===== src/rtl/m_mem_arb_if.sv =====
// Bundle of the IF fetch port, the MEM load/store port, the shared memory port and the contention counter.
// slave = the arbiter side, master = the pipeline/memory side.
interface m_mem_arb_if #(
    parameter int AW = 10,
    parameter int DW = 32
);
    // Requests are levels held until the matching one-cycle ack; an ack is never
    // followed by a re-grant in the same cycle, and rdata is zero outside its ack.
    logic            w_if_req;
    logic [AW-1:0]   w_if_addr;
    logic            w_if_ack;
    logic [DW-1:0]   w_if_rdata;

    logic            w_dm_req;
    logic            w_dm_we;
    logic [DW/8-1:0] w_dm_be;
    logic [AW-1:0]   w_dm_addr;
    logic [DW-1:0]   w_dm_wdata;
    logic            w_dm_ack;
    logic [DW-1:0]   w_dm_rdata;

    logic            w_mem_en;
    logic            w_mem_we;
    logic [DW/8-1:0] w_mem_be;
    logic [AW-1:0]   w_mem_addr;
    logic [DW-1:0]   w_mem_wdata;
    logic [DW-1:0]   w_mem_rdata;

    logic [7:0]      w_conf_cnt;

    modport slave (
        input  w_if_req, w_if_addr,
        output w_if_ack, w_if_rdata,
        input  w_dm_req, w_dm_we, w_dm_be, w_dm_addr, w_dm_wdata,
        output w_dm_ack, w_dm_rdata,
        output w_mem_en, w_mem_we, w_mem_be, w_mem_addr, w_mem_wdata,
        input  w_mem_rdata,
        output w_conf_cnt
    );

    modport master (
        output w_if_req, w_if_addr,
        input  w_if_ack, w_if_rdata,
        output w_dm_req, w_dm_we, w_dm_be, w_dm_addr, w_dm_wdata,
        input  w_dm_ack, w_dm_rdata,
        input  w_mem_en, w_mem_we, w_mem_be, w_mem_addr, w_mem_wdata,
        output w_mem_rdata,
        input  w_conf_cnt
    );
endinterface


===== src/rtl/m_mem_arb.sv =====
// Arbiter sharing one single-port synchronous memory between instruction fetch and load/store.
// Optional IF anti-starvation promotion is compiled in with M_ARB_STARVE_GUARD_EN.
module m_mem_arb #(
    parameter int AW         = 10,
    parameter int DW         = 32,
    parameter int STARVE_MAX = 4,
    localparam int SW        = $clog2(STARVE_MAX + 1)
) (
    input  logic          w_clk,
    input  logic          w_rst_n,
    m_mem_arb_if.slave    bus,
    output logic [1:0]    w_pend_dbg,   // 0 none, 1 IF, 2 DM store, 3 DM load
    output logic [SW-1:0] w_starve_dbg
);

    typedef enum logic [1:0] {
        P_NONE  = 2'd0,
        P_IF    = 2'd1,
        P_DM    = 2'd2,
        P_DM_RD = 2'd3
    } pend_e;

    pend_e pend, pend_nxt;
    logic  if_elig, dm_elig;
    logic  gnt_if, gnt_dm;
    logic  promote;
    logic  [7:0] conf_cnt;

    // A requester being acked this cycle still holds req high; it must not be re-granted.
    always_comb begin
        if_elig = w_rst_n & bus.w_if_req & (pend != P_IF);
        dm_elig = w_rst_n & bus.w_dm_req & (pend != P_DM) & (pend != P_DM_RD);
        gnt_dm  = dm_elig & ~promote;
        gnt_if  = if_elig & ~gnt_dm;
    end

`ifdef M_ARB_STARVE_GUARD_EN
    logic [SW-1:0] starve_cnt;

    always_ff @(posedge w_clk or negedge w_rst_n) begin
        if (!w_rst_n) begin
            starve_cnt <= '0;
        end else if (gnt_if) begin
            starve_cnt <= '0;
        end else if (if_elig) begin
            starve_cnt <= starve_cnt + SW'(1);
        end
    end

    assign promote      = if_elig & (starve_cnt == SW'(STARVE_MAX));
    assign w_starve_dbg = starve_cnt;
`else
    assign promote      = 1'b0;
    assign w_starve_dbg = '0;
`endif

    always_ff @(posedge w_clk or negedge w_rst_n) begin
        if (!w_rst_n) begin
            pend <= P_NONE;
        end else begin
            pend <= pend_nxt;
        end
    end

    // Winner drives the memory port this cycle; its ack follows next cycle from pend.
    always_comb begin
        pend_nxt        = P_NONE;
        bus.w_mem_en    = 1'b0;
        bus.w_mem_we    = 1'b0;
        bus.w_mem_be    = '0;
        bus.w_mem_addr  = '0;
        bus.w_mem_wdata = '0;
        if (gnt_dm) begin
            pend_nxt        = bus.w_dm_we ? P_DM : P_DM_RD;
            bus.w_mem_en    = 1'b1;
            bus.w_mem_we    = bus.w_dm_we;
            bus.w_mem_be    = bus.w_dm_be;
            bus.w_mem_addr  = bus.w_dm_addr;
            bus.w_mem_wdata = bus.w_dm_wdata;
        end else if (gnt_if) begin
            pend_nxt        = P_IF;
            bus.w_mem_en    = 1'b1;
            bus.w_mem_addr  = bus.w_if_addr;
        end
    end

    always_comb begin
        bus.w_if_ack   = (pend == P_IF);
        bus.w_if_rdata = '0;
        bus.w_dm_ack   = (pend == P_DM) || (pend == P_DM_RD);
        bus.w_dm_rdata = '0;
        if (pend == P_IF) begin
            bus.w_if_rdata = bus.w_mem_rdata;
        end
        if (pend == P_DM_RD) begin
            bus.w_dm_rdata = bus.w_mem_rdata;
        end
    end

    // Contention: both requesters eligible in the same cycle; saturates instead of wrapping.
    always_ff @(posedge w_clk or negedge w_rst_n) begin
        if (!w_rst_n) begin
            conf_cnt <= 8'd0;
        end else if (if_elig && dm_elig && (conf_cnt != 8'hFF)) begin
            conf_cnt <= conf_cnt + 8'd1;
        end
    end

    assign bus.w_conf_cnt = conf_cnt;
    assign w_pend_dbg     = pend;

endmodule

===== src/flat_wrapper.sv =====
// flat-port wrapper written by rule: the top's interface ports become plain ports
module m_mem_arb_flat 
#(
    parameter int AW         = 10,
    parameter int DW         = 32,
    parameter int STARVE_MAX = 4,
    localparam int SW        = $clog2(STARVE_MAX + 1)
)
  (w_clk, w_rst_n, w_pend_dbg, w_starve_dbg, bus_w_if_req, bus_w_if_addr, bus_w_if_ack, bus_w_if_rdata, bus_w_dm_req, bus_w_dm_we, bus_w_dm_be, bus_w_dm_addr, bus_w_dm_wdata, bus_w_dm_ack, bus_w_dm_rdata, bus_w_mem_en, bus_w_mem_we, bus_w_mem_be, bus_w_mem_addr, bus_w_mem_wdata, bus_w_mem_rdata, bus_w_conf_cnt);
  m_mem_arb_if #(.AW(AW), .DW(DW)) bus_i ();
  input  logic w_clk;
  input  logic w_rst_n;
  output logic [1:0] w_pend_dbg;
  output logic [SW-1:0] w_starve_dbg;
  input wire logic [$bits(bus_i.w_if_req)-1:0] bus_w_if_req;
  input wire logic [$bits(bus_i.w_if_addr)-1:0] bus_w_if_addr;
  output wire logic [$bits(bus_i.w_if_ack)-1:0] bus_w_if_ack;
  output wire logic [$bits(bus_i.w_if_rdata)-1:0] bus_w_if_rdata;
  input wire logic [$bits(bus_i.w_dm_req)-1:0] bus_w_dm_req;
  input wire logic [$bits(bus_i.w_dm_we)-1:0] bus_w_dm_we;
  input wire logic [$bits(bus_i.w_dm_be)-1:0] bus_w_dm_be;
  input wire logic [$bits(bus_i.w_dm_addr)-1:0] bus_w_dm_addr;
  input wire logic [$bits(bus_i.w_dm_wdata)-1:0] bus_w_dm_wdata;
  output wire logic [$bits(bus_i.w_dm_ack)-1:0] bus_w_dm_ack;
  output wire logic [$bits(bus_i.w_dm_rdata)-1:0] bus_w_dm_rdata;
  output wire logic [$bits(bus_i.w_mem_en)-1:0] bus_w_mem_en;
  output wire logic [$bits(bus_i.w_mem_we)-1:0] bus_w_mem_we;
  output wire logic [$bits(bus_i.w_mem_be)-1:0] bus_w_mem_be;
  output wire logic [$bits(bus_i.w_mem_addr)-1:0] bus_w_mem_addr;
  output wire logic [$bits(bus_i.w_mem_wdata)-1:0] bus_w_mem_wdata;
  input wire logic [$bits(bus_i.w_mem_rdata)-1:0] bus_w_mem_rdata;
  output wire logic [$bits(bus_i.w_conf_cnt)-1:0] bus_w_conf_cnt;
  assign bus_i.w_if_req = bus_w_if_req;
  assign bus_i.w_if_addr = bus_w_if_addr;
  assign bus_w_if_ack = bus_i.w_if_ack;
  assign bus_w_if_rdata = bus_i.w_if_rdata;
  assign bus_i.w_dm_req = bus_w_dm_req;
  assign bus_i.w_dm_we = bus_w_dm_we;
  assign bus_i.w_dm_be = bus_w_dm_be;
  assign bus_i.w_dm_addr = bus_w_dm_addr;
  assign bus_i.w_dm_wdata = bus_w_dm_wdata;
  assign bus_w_dm_ack = bus_i.w_dm_ack;
  assign bus_w_dm_rdata = bus_i.w_dm_rdata;
  assign bus_w_mem_en = bus_i.w_mem_en;
  assign bus_w_mem_we = bus_i.w_mem_we;
  assign bus_w_mem_be = bus_i.w_mem_be;
  assign bus_w_mem_addr = bus_i.w_mem_addr;
  assign bus_w_mem_wdata = bus_i.w_mem_wdata;
  assign bus_i.w_mem_rdata = bus_w_mem_rdata;
  assign bus_w_conf_cnt = bus_i.w_conf_cnt;
  m_mem_arb #(.AW(AW), .DW(DW), .STARVE_MAX(STARVE_MAX)) u_core (.w_clk(w_clk), .w_rst_n(w_rst_n), .bus(bus_i), .w_pend_dbg(w_pend_dbg), .w_starve_dbg(w_starve_dbg));
endmodule

===== config.mk =====
export PLATFORM = sky130hd
export DESIGN_NAME = m_mem_arb_flat
export DESIGN_NICKNAME = d
export VERILOG_FILES = /design/src/rtl/m_mem_arb_if.sv /design/src/rtl/m_mem_arb.sv /design/src/flat_wrapper.sv
export SDC_FILE = /design/constraint.sdc
export NUM_CORES = 1
export LEC_CHECK = 0
export CAP_MARGIN = 40
export CORE_MARGIN = 8
export CORE_UTILIZATION = 22
export CTS_CLUSTER_SIZE = 12
export DETAILED_ROUTE_END_ITERATION = 8
export GPL_TIMING_DRIVEN = 0
export PLACE_DENSITY = 0.81
export SYNTH_ARGS = -nofsm -noshare
export SYNTH_HDL_FRONTEND = slang
export SYNTH_SLANG_ARGS = --single-unit

===== constraint.sdc =====
create_clock -name w_clk -period 1.9 [get_ports w_clk]
set_clock_uncertainty 0.2 [all_clocks]
set_input_delay 0.38 -clock w_clk [delete_from_list [all_inputs] [get_ports w_clk]]
set_output_delay 0.38 -clock w_clk [all_outputs]
set_load 0.03 [all_outputs]

==> results.sh <==
export IMPL_leakage_uw=0.00226
export IMPL_synth_seq_area_share_pct=18.6
export IMPL_drt_iter0_drc=49
export IMPL_drv_slew=0
export IMPL_power_density_nw_per_um2=415
export IMPL_rr_worst_depth=5
export IMPL_initial_core_util_pct=22.7
export IMPL_fin_setup_tns_ps=-22450
export IMPL_tritoncts_num_buffers=3
export IMPL_gr_usage_met3_pct=8.79
export IMPL_synth_edf_count=0
export IMPL_ir_worst_vdd_mv=0.321
export IMPL_syn_instance_count=182
export IMPL_grt_busiest_layer="met2"
export IMPL_drive_gt1_share_pct=65.7
export IMPL_ant_nets=0
export IMPL_grt_pass1_vias=2563
export IMPL_clk_path_buf_depth=2
export IMPL_drc=0
export IMPL_antenna_found_initial=0
export IMPL_final_hold_violation_count=0
export IMPL_drv_cap=0
export IMPL_routed_via_density=4.67
export IMPL_grt_usage_pct=19.8
export IMPL_fillers=369
export IMPL_dr_pass1_iters=4
export IMPL_setup_violations=102
export IMPL_die_w_um=94.2
export IMPL_use_met2_pct=37.9
export IMPL_hpwl_mm=7.66
export IMPL_syn_cell_area_um2=1350
export IMPL_dieArea_um2=8880
export IMPL_ys_flop_type="dfrtp_1"
export IMPL_cts_tree="built"
export IMPL_synth_async_reset_ratio_pct=100
export IMPL_arrival_ps=1640
export IMPL_hold_class="reg2reg"
export IMPL_synth_avg_cell_area_um2=7.40
export IMPL_routabilityCongestion=0.791
export IMPL_grt_pass1_wl_mm=14.0
export IMPL_startpoint_type="register"
export IMPL_hold_depth=1
export IMPL_grt_overflow=0
export IMPL_core_area_um2=5920
export IMPL_grt_use_met1_pct=18.6
export IMPL_io_pins=220
export IMPL_timing_fmax_mhz=451
export IMPL_port_buffers=216
export IMPL_rsz0062_at_grt="true"
export IMPL_post_route_util_pct=78.5
export IMPL_clkTransAtPathRegs_ps=50
export IMPL_die_h_um=94.2
export IMPL_crit_fanout=7
export IMPL_ys_ff_latch=10
export IMPL_finalCritPeriodShare_pct=117
export IMPL_via_count=2390
export IMPL_worstSetupEndpointType="output pin"
export IMPL_failed_checks="negative setup slack"
export IMPL_clock_sinks=10
export IMPL_grt_max_degree=11
export IMPL_yosysWarnings=0
export IMPL_syn2layout_area_growth_pct=245
export IMPL_period_needed_ps=2220
export IMPL_routed_wl_mm=10.6
export IMPL_wire_per_inst_um=20.6
export IMPL_crit_type="reg2out"
export IMPL_synth_cell_types=33
export IMPL_finalWorstSetupSlack_ps=-319
export IMPL_antennaDiodeCount=0
export IMPL_htreeDepth=1
export IMPL_nNetsFinal=532
export IMPL_crit_required_ps=1320
export IMPL_cts_root_buf="clkbuf_8"
export IMPL_num_rows=28
export IMPL_status="finished with violations"
export IMPL_pre_cts_ws_ps=-1450
export IMPL_insertion_delay_ps=240
==> cell usage in the layout, fill, tap and decap left out, drive strengths merged, types with 4 or more instances in the layout <==
master         synthesis  layout
a21oi                  4       4
clkbuf                15      15
and2                  69      69
a22o                  10      10
nor2                   5       5
dlygate4sd2            0      11
buf                    6     156
dfrtp                 10      10
clkdlybuf4s50          0      90
and3                  33      33
==> sequential cells by signal, indices dropped and copies added (netlist names) <==
register / count
u_core.bus.w_conf_cnt: 8
u_core.w_pend_dbg: 2
==> power breakdown <==
group          total [µW]  switching (µW)  internal [µW]
logic                1340             643            700
clock network         268            86.0            182
registers             319            57.5            261
total                1930             786           1140
==> path summary, 6_finish.rpt <==
kind / end / start / slack [ps]
max in group asynchronous: u_core.w_pend_dbg[1] / w_rst_n / 620
min: u_core.bus.w_conf_cnt[6] / u_core.bus.w_conf_cnt[6] / 310
min in group asynchronous: u_core.bus.w_conf_cnt[6] / w_rst_n / 530
min reg2reg: u_core.bus.w_conf_cnt[6] / u_core.bus.w_conf_cnt[6] / 310
max reg2reg: u_core.bus.w_conf_cnt[1] / u_core.w_pend_dbg[1] / 0
max: bus_w_mem_wdata[13] / u_core.w_pend_dbg[1] / -320
==> critical path, stage by stage (launching register included) <==
cell and delay (ps):
dfrtp_2 420, buf_6 140, nand3b_1 180, inv_2 110, buf_6 140, clkbuf_16 140, and2_4 140, buf_6 130
==> layer usage <==
metal / up-vias / wire (µm) / part of all wire, %
met5: - / 0 / 0
met4: 0 / 193 / 1.8
met3: 16 / 1400 / 13
met2: 145 / 5580 / 53
met1: 1099 / 3380 / 32
li1: 1130 / - / -
==> area by class of cell <==
cell class                      count  area (µm²)  share of cell area [%]
Tap cell                           75        93.8                    2.02
Multi-Input combinational cell    152        1410                    30.4
Buffer                             19         211                    4.55
Inverter                            1        3.75                  0.0808
Timing Repair Buffer              251        2620                    56.3
Clock buffer                        4        55.1                    1.18
Sequential cell                    10         253                    5.44
==> cells by family (layout without fill, tap and decap cells) <==
logic type	count (synthesis)	count (layout)	synth area share, %
mux	1	1	0.836
compound gates	22	22	12.6
fa+ha+maj	1	1	0.929
xor+xnor	2	2	1.30
simple gates	123	123	57.7
buf+inv	22	275	7.71
flops	10	10	18.6
other cells	1	3	0.279
==> through the flow <==
step | hold slack [ps] | cells | cell area [µm²] | total power (µW)
floorplan | -116 | 184 | 1570 | 884
global placement | 290 | 475 | 3830 | 1410
detailed placement | 295 | 475 | 3830 | 1430
CTS | 298 | 497 | 4200 | 1800
global route | 329 | 512 | 4650 | 2020
finish | 308 | 512 | 4650 | 1930
==> synth_stat cells (2+ instances only) <==
cell type,instances,area share [%]
dfrtp_1,10,19
nand2_1,2,0.56
nand3_1,3,1.1
and3_1,33,15
clkbuf_1,15,4.2
nor3_1,2,0.74
a31oi_1,3,1.4
and2_1,69,32
a22o_1,10,6.5
a21oi_1,4,1.5
buf_2,2,0.74
buf_4,3,1.7
nor2b_1,2,0.93
nor2_1,5,1.4
==> timing repair <==
| item | in CTS | in global routing |
|---|---|---|
| resized for setup | 776 | 156 |
| gates cloned | 5 | 5 |
| buffers inserted | 12 | 14 |
| hold endpoints to repair | 10 | 0 |
| pin swaps | 15 | 20 |
| endpoints found under the setup margin | 130 | 117 |
| hold buffers | 1 | 0 |
No activity file was read; power rests on OpenSTA's default activity.
